$ cat config.mk
export PLATFORM = sky130hd
export DESIGN_NAME = ps2_track_keys_flat
export DESIGN_NICKNAME = d
export VERILOG_FILES = /design/src/rtl/ps2_track_keys_if.sv /design/src/rtl/ps2_track_keys.sv /design/src/flat_wrapper.sv
export SDC_FILE = /design/constraint.sdc
export NUM_CORES = 1
export LEC_CHECK = 0
export ABC_AREA = 1
export CORE_MARGIN = 1.5
export CORE_UTILIZATION = 52
export CTS_CLUSTER_SIZE = 25
export DETAILED_ROUTE_END_ITERATION = 6
export GPL_TIMING_DRIVEN = 1
export MAX_ROUTING_LAYER = met4
export PLACE_DENSITY = 0.75
export SYNTH_ARGS = -nofsm -noshare
export SYNTH_HDL_FRONTEND = slang
export SYNTH_SLANG_ARGS = --single-unit
$ cat constraint.sdc
create_clock -name clk_in -period 2.65 [get_ports clk_in]
set_clock_uncertainty 0.1 [all_clocks]
set_input_delay 0.265 -clock clk_in [delete_from_list [all_inputs] [get_ports clk_in]]
set_output_delay 0.265 -clock clk_in [all_outputs]
set_load 0.02 [all_outputs]
$ cat src/rtl/ps2_track_keys_if.sv
`default_nettype none
// ----------------------------------------------------------------------------
// Module      : ps2_track_keys_if
// Description : PS/2 pin pair plus decoded key/track outputs of the tracker.
//               master = keyboard pins / judgement logic side,
//               slave  = the ps2_track_keys receiver.
// Revision    : 1.0 - initial release
// ----------------------------------------------------------------------------
interface ps2_track_keys_if #(
  parameter int NUM_TRACKS = 6
);
  logic                  key_clk;
  logic                  key_data;
  logic [NUM_TRACKS-1:0] track_held;
  logic [NUM_TRACKS-1:0] track_press;
  logic [NUM_TRACKS-1:0] track_release;
  logic                  code_valid;
  logic [7:0]            code_byte;
  logic                  code_break;
  logic                  code_ext;
  logic                  frame_err;

  modport master (
    output key_clk, key_data,
    input  track_held, track_press, track_release,
    input  code_valid, code_byte, code_break, code_ext, frame_err
  );

  modport slave (
    input  key_clk, key_data,
    output track_held, track_press, track_release,
    output code_valid, code_byte, code_break, code_ext, frame_err
  );
endinterface
`default_nettype wire

$ cat src/rtl/ps2_track_keys.sv
`default_nettype none
// ----------------------------------------------------------------------------
// Module      : ps2_track_keys
// Description : PS/2 keyboard frame receiver with make/break/extended decode
//               and a per-track held bitmap with press/release pulses.
// Revision    : 1.0 - initial release
// ----------------------------------------------------------------------------
module ps2_track_keys #(
  parameter int                          NUM_TRACKS     = 6,
  parameter logic [8*NUM_TRACKS-1:0]     KEYMAP         = {8'h70, 8'h69, 8'h6B, 8'h75, 8'h4A, 8'h0D},
  parameter int                          TIMEOUT_CYCLES = 200000
) (
  input  wire logic            clk_in,
  input  wire logic            key_reset,
  ps2_track_keys_if.slave      bus
);

  localparam int                C_IDLE_W    = $clog2(TIMEOUT_CYCLES + 1);
  localparam logic [C_IDLE_W-1:0] C_IDLE_LAST = C_IDLE_W'(TIMEOUT_CYCLES - 1);
  localparam logic [3:0]        C_BIT_STOP  = 4'd10;
  localparam logic [7:0]        C_CODE_EXT  = 8'hE0;
  localparam logic [7:0]        C_CODE_BRK  = 8'hF0;
  localparam logic [7:0]        C_CODE_BAT  = 8'hAA;

  // Synchroniser flops
  logic clk_r0_q, clk_r1_q, dat_r0_q, dat_r1_q;

  // Receiver / tracker state
  logic [3:0]            bit_cnt_q,    bit_cnt_d;
  logic [C_IDLE_W-1:0]   idle_q,       idle_d;
  logic [9:0]            shift_q,      shift_d;
  logic                  brk_q,        brk_d;
  logic                  ext_q,        ext_d;
  logic [NUM_TRACKS-1:0] held_q,       held_d;
  logic [NUM_TRACKS-1:0] press_q,      press_d;
  logic [NUM_TRACKS-1:0] release_q,    release_d;
  logic                  code_valid_q, code_valid_d;
  logic [7:0]            code_byte_q,  code_byte_d;
  logic                  code_break_q, code_break_d;
  logic                  code_ext_q,   code_ext_d;
  logic                  frame_err_q,  frame_err_d;

  logic                  w_fall;
  logic [7:0]            w_byte;
  logic                  w_frame_ok;
  logic [NUM_TRACKS-1:0] w_match;

  // After ten bits the shift register holds start in [0], data in [8:1]
  // and parity in [9]; the stop bit is still on the synchronised data line.
  assign w_fall     = clk_r1_q & ~clk_r0_q;
  assign w_byte     = shift_q[8:1];
  assign w_frame_ok = ~shift_q[0] & (^shift_q[9:1]) & dat_r1_q;

  genvar gi;
  generate
    for (gi = 0; gi < NUM_TRACKS; gi++) begin : g_match
      assign w_match[gi] = (KEYMAP[8*gi +: 8] == w_byte);
    end
  endgenerate

  // Two-flop synchronisers for the asynchronous PS/2 lines, idle-high
  always_ff @(posedge clk_in) begin
    if (!key_reset) begin
      clk_r0_q <= 1'b1;
      clk_r1_q <= 1'b1;
      dat_r0_q <= 1'b1;
      dat_r1_q <= 1'b1;
    end else begin
      clk_r0_q <= bus.key_clk;
      clk_r1_q <= clk_r0_q;
      dat_r0_q <= bus.key_data;
      dat_r1_q <= dat_r0_q;
    end
  end

  // Next-state: bit collection, timeout abort, frame decode and track update
  always_comb begin
    bit_cnt_d    = bit_cnt_q;
    idle_d       = idle_q;
    shift_d      = shift_q;
    brk_d        = brk_q;
    ext_d        = ext_q;
    held_d       = held_q;
    press_d      = '0;
    release_d    = '0;
    code_valid_d = 1'b0;
    code_byte_d  = code_byte_q;
    code_break_d = code_break_q;
    code_ext_d   = code_ext_q;
    frame_err_d  = 1'b0;

    if (w_fall) begin
      idle_d = '0;
      if (bit_cnt_q == C_BIT_STOP) begin
        bit_cnt_d = '0;
        if (!w_frame_ok) begin
          frame_err_d = 1'b1;
          brk_d       = 1'b0;
          ext_d       = 1'b0;
        end else if (w_byte == C_CODE_EXT) begin
          ext_d = 1'b1;
        end else if (w_byte == C_CODE_BRK) begin
          brk_d = 1'b1;
        end else begin
          code_valid_d = 1'b1;
          code_byte_d  = w_byte;
          code_break_d = brk_q;
          code_ext_d   = ext_q;
          brk_d        = 1'b0;
          ext_d        = 1'b0;
          if (!brk_q && (w_byte == C_CODE_BAT)) begin
            // Keyboard self-test / hot-plug: forget every held key silently
            held_d = '0;
          end else begin
            for (int i = 0; i < NUM_TRACKS; i++) begin
              if (w_match[i]) begin
                if (brk_q) begin
                  held_d[i]    = 1'b0;
                  release_d[i] = held_q[i];
                end else begin
                  held_d[i]    = 1'b1;
                  press_d[i]   = ~held_q[i];
                end
              end
            end
          end
        end
      end else begin
        shift_d   = {dat_r1_q, shift_q[9:1]};
        bit_cnt_d = bit_cnt_q + 4'd1;
      end
    end else if (bit_cnt_q != 4'd0) begin
      if (idle_q == C_IDLE_LAST) begin
        bit_cnt_d   = '0;
        idle_d      = '0;
        brk_d       = 1'b0;
        ext_d       = 1'b0;
        frame_err_d = 1'b1;
      end else begin
        idle_d = idle_q + 1'b1;
      end
    end
  end

  // State and registered outputs
  always_ff @(posedge clk_in) begin
    if (!key_reset) begin
      bit_cnt_q    <= '0;
      idle_q       <= '0;
      shift_q      <= '0;
      brk_q        <= 1'b0;
      ext_q        <= 1'b0;
      held_q       <= '0;
      press_q      <= '0;
      release_q    <= '0;
      code_valid_q <= 1'b0;
      code_byte_q  <= '0;
      code_break_q <= 1'b0;
      code_ext_q   <= 1'b0;
      frame_err_q  <= 1'b0;
    end else begin
      bit_cnt_q    <= bit_cnt_d;
      idle_q       <= idle_d;
      shift_q      <= shift_d;
      brk_q        <= brk_d;
      ext_q        <= ext_d;
      held_q       <= held_d;
      press_q      <= press_d;
      release_q    <= release_d;
      code_valid_q <= code_valid_d;
      code_byte_q  <= code_byte_d;
      code_break_q <= code_break_d;
      code_ext_q   <= code_ext_d;
      frame_err_q  <= frame_err_d;
    end
  end

  assign bus.track_held    = held_q;
  assign bus.track_press   = press_q;
  assign bus.track_release = release_q;
  assign bus.code_valid    = code_valid_q;
  assign bus.code_byte     = code_byte_q;
  assign bus.code_break    = code_break_q;
  assign bus.code_ext      = code_ext_q;
  assign bus.frame_err     = frame_err_q;

endmodule
`default_nettype wire

$ cat src/flat_wrapper.sv
// flat-port wrapper written by rule: the top's interface ports become plain ports
module ps2_track_keys_flat 
#(
  parameter int                          NUM_TRACKS     = 6,
  parameter logic [8*NUM_TRACKS-1:0]     KEYMAP         = {8'h70, 8'h69, 8'h6B, 8'h75, 8'h4A, 8'h0D},
  parameter int                          TIMEOUT_CYCLES = 200000
)
  (clk_in, key_reset, bus_key_clk, bus_key_data, bus_track_held, bus_track_press, bus_track_release, bus_code_valid, bus_code_byte, bus_code_break, bus_code_ext, bus_frame_err);
  ps2_track_keys_if #(.NUM_TRACKS(NUM_TRACKS)) bus_i ();
  input  wire logic clk_in;
  input  wire logic key_reset;
  input wire logic [$bits(bus_i.key_clk)-1:0] bus_key_clk;
  input wire logic [$bits(bus_i.key_data)-1:0] bus_key_data;
  output wire logic [$bits(bus_i.track_held)-1:0] bus_track_held;
  output wire logic [$bits(bus_i.track_press)-1:0] bus_track_press;
  output wire logic [$bits(bus_i.track_release)-1:0] bus_track_release;
  output wire logic [$bits(bus_i.code_valid)-1:0] bus_code_valid;
  output wire logic [$bits(bus_i.code_byte)-1:0] bus_code_byte;
  output wire logic [$bits(bus_i.code_break)-1:0] bus_code_break;
  output wire logic [$bits(bus_i.code_ext)-1:0] bus_code_ext;
  output wire logic [$bits(bus_i.frame_err)-1:0] bus_frame_err;
  assign bus_i.key_clk = bus_key_clk;
  assign bus_i.key_data = bus_key_data;
  assign bus_track_held = bus_i.track_held;
  assign bus_track_press = bus_i.track_press;
  assign bus_track_release = bus_i.track_release;
  assign bus_code_valid = bus_i.code_valid;
  assign bus_code_byte = bus_i.code_byte;
  assign bus_code_break = bus_i.code_break;
  assign bus_code_ext = bus_i.code_ext;
  assign bus_frame_err = bus_i.frame_err;
  ps2_track_keys #(.NUM_TRACKS(NUM_TRACKS), .KEYMAP(KEYMAP), .TIMEOUT_CYCLES(TIMEOUT_CYCLES)) u_core (.clk_in(clk_in), .key_reset(key_reset), .bus(bus_i));
endmodule
==> metrics <==
status=finished, final reports clean; CP bufs+invs=2; Worst R2R Start=u_core.shift_q[7]$_SDFFE_PN0P_; maximum VDD drop=0.368 mV; WHS Endpoint=u_core.dat_r1_q$_SDFF_PN1_; worst skew pair latency=0.34 ns; ANT nets after route=0; Via Count=3081; Yosys cell types=34; Core Box Area=0.00639 mm2; Worst setup EP type=flop; Post-synth EDFFs=0; initial drt markers=218; root buffer cell=clkbuf_8; XOR/XNOR Fraction of Synth Area=1.52%; period utilization=between 80% and 90%; fraction of layout cells with a size suffix above 1=12.6%; drt total wl=around 7300 um; Tot GR Track Use=around 22%; CP max stage delay=around 0.45 ns; Synth Area in Adders=6.87%; # DRC=0; Layout area overhead=17.7%; diode count=0; most frequent cells after synthesis=99 x nand2_1, 68 x dfxtp_1, 55 x inv_1, 55 x nor2_1, 33 x nand3_1; Max-Cap Viols=0; internal power=~1.6 mW; Seq pwr share=49.6%; FP Rows=29; pin count of the biggest net entering global routing=28; worst slew pin tran=0.406 ns; area share of the largest cell type after synthesis=39.4%; critical path type=reg2reg; Die H=84.6 um; Worst-path clk slew=0.07 ns; # hold bufs at CTS=0; CTS H-tree lvls=3; crit-path most repeated cell=nand2_1; LEAKAGE=1.75 nW; largest family of logic cells by synthesized area=simple AND/OR/NAND/NOR gates; Cells after DPL=583; CP top delay family=simple AND/OR/NAND/NOR gates; Mapped Nets=501; first-pass GRT wire length=12400 um; hold_sp=u_core.dat_r0_q$_SDFF_PN1_; Min-Delay Path Depth=1; Slowest-stage cell, CP=dfxtp_1; mux cell area share after synthesis=0%; CP max FO=19; gp weighted congestion=0.952; TNS Setup=0 ns; nets=540; Initial Util=54.2%; part of the power in combinational logic=about a tenth; final std cells w/o fill=599; die area=0.00715 mm2; Final Hold Vio Count=0; PD cells=between 500 and 600 mW/mm2; GR Overflow Total=0; Vias/cell=about 5.1; Die Span X=84.6 um; CP required=2.78 ns; RR Endpoint=u_core.bus.code_byte[7]$_SDFFE_PN0P_; post-CTS setup buffers=0; clock sink total=68; Clock power frac=around two fifths; fraction of registers with async set/reset=0%; DP HPWL=around 5300 um; final worst path period need=2.28 ns; Port Buffers=33; Compound-Gate Fraction of Synth Area=about 8.2%; crit path cell chain=inv_1, ha_1, inv_1, nand2_1, nand2_1, nand2_1, nand2_1, nand2_2, nand2_2, nand2_4, nor2_8, nand2_4, nor2_2, nor2_1; Tightest Hold Check Type=reg2reg; post-cts resize count=0; Reg2Reg Depth=14; post-synthesis cell count=about 480; top post-synthesis cells by area=dfxtp_1 39%, nand2_1 11%, ha_1 6.9%, inv_1 6.0%, nor2_1 6.0%; Synthesis Warnings=0; TritonRoute pass-1 iters=4; RSZ-0062 raised after global routing=no; Switching Fraction=between 20% and 30%; Simple-Gate Fraction of Synth Area=35.4%; CTS tree=yes; Worst Setup Start Kind=flop; Worst Path Arrival=2.41 ns; clock buffers created by TritonCTS=9; Seq/Total Area, Yosys=39.4%; Mapped Area=0.00346 mm2; antenna violations before repair=0; Net Switching=546 uW; Avg WL per Cell=12.1 um; Slew Limit Fails=0; Clock Tree Buf Depth=2; r2r setup slk=0.37 ns; IO Pins=34; post-synth top area cell=dfxtp_1; dominant synthesized flop cell=dfxtp_1; Syn Area/Cell=7.23 um2; Max-slew headroom=72.8%; Fmax=439 MHz; number of global-route vias before repair=2709; register bit count reported by yosys=between 60 and 70; most frequent cell after synthesis=nand2_1; Finish-stage setup viols=0
==> layout by cell type, fill, tap and decap left out, types with 14 or more instances in the layout <==
cell | synthesis | final
a21oi_1 | 28 | 28
nor3_1 | 14 | 14
nand2_1 | 99 | 99
nor2_1 | 55 | 55
nand4_1 | 19 | 19
inv_1 | 55 | 55
o21ai_0 | 17 | 17
nand3_1 | 33 | 33
ha_1 | 19 | 19
dfxtp_1 | 68 | 68
clkdlybuf4s50_1 | 0 | 33
==> metrics by stage <==
| step | instance area, um2 | power, mW | utilization, % | setup WS, ns | hold WS (ns) |
|---|---|---|---|---|---|
| floorplan | 3460 | 1.24 | - | 0.718 | 0.272 |
| global placement | 3870 | 1.28 | 60.6 | 0.541 | 0.297 |
| detailed placement | 3870 | 1.29 | 60.6 | 0.401 | 0.300 |
| CTS | 4070 | 2.15 | 63.7 | 0.391 | 0.317 |
| global route | 4070 | 2.22 | 63.7 | 0.257 | 0.336 |
| finish | 4070 | 2.14 | 63.7 | 0.375 | 0.312 |
==> registers in the layout (all words and copies together) (netlist names), 4 cells and up <==
register / cells
u_core.bit_cnt_q: 4
u_core.bus.code_byte: 8
u_core.bus.track_release: 6
u_core.shift_q: 10
u_core.idle_q: 18
u_core.bus.track_held: 6
u_core.bus.track_press: 6
==> layer usage <==
layer	GRT usage [%]	up-vias	wire, um
met5	-	-	0
met1	30.0	1389	3600
met2	32.7	69	3230
li1	-	1615	-
met4	8.36	0	95
met3	4.23	8	356
==> kinds of logic (layout without fill, tap and decap cells) <==
group / count (synthesis) / in the layout
DFF: 68 / 68
buffers and inverters: 75 / 119
adders and majority gates: 19 / 19
AOI/OAI and AO/OA: 52 / 52
xor gates and xnor gates: 6 / 6
and+or+nand+nor: 258 / 258
==> power by group through the flow <==
stage	Sequential [mW]	Combinational, mW	Clock [mW]
2_1_floorplan	1.08	0.162	0
3_3_place_gp	1.08	0.201	0
3_5_place_dp	1.08	0.208	0
4_1_cts	1.06	0.209	0.878
5_1_grt	1.06	0.231	0.929
6_report	1.06	0.210	0.867
==> worst max-delay path by stage <==
| stage | startpoint | endpoint | slack (ns) | cells after the start |
|---|---|---|---|---|
| floorplan | u_core.shift_q[7]$_SDFFE_PN0P_ | u_core.bus.code_byte[2]$_SDFFE_PN0P_ | 0.72 | 15 |
| global placement | u_core.shift_q[1]$_SDFFE_PN0P_ | u_core.bus.code_byte[7]$_SDFFE_PN0P_ | 0.54 | 14 |
| detailed placement | u_core.shift_q[7]$_SDFFE_PN0P_ | u_core.bus.code_byte[7]$_SDFFE_PN0P_ | 0.40 | 14 |
| CTS | u_core.shift_q[7]$_SDFFE_PN0P_ | u_core.bus.code_byte[7]$_SDFFE_PN0P_ | 0.39 | 14 |
| global route | u_core.shift_q[1]$_SDFFE_PN0P_ | u_core.bus.track_press[0]$_SDFF_PP0_ | 0.26 | 9 |
| finish | u_core.shift_q[7]$_SDFFE_PN0P_ | u_core.bus.code_byte[7]$_SDFFE_PN0P_ | 0.37 | 14 |
==> cell type report <==
cell class,count,area [um2]
flip-flops and latches,68,1360
multi-input cells,335,1800
clock buffers,12,155
well taps,77,96.3
fillers,552,2320
inverters,65,244
repair buffers,38,368
clock inverters,4,47.5
Power figures use the tool's default switching activity.
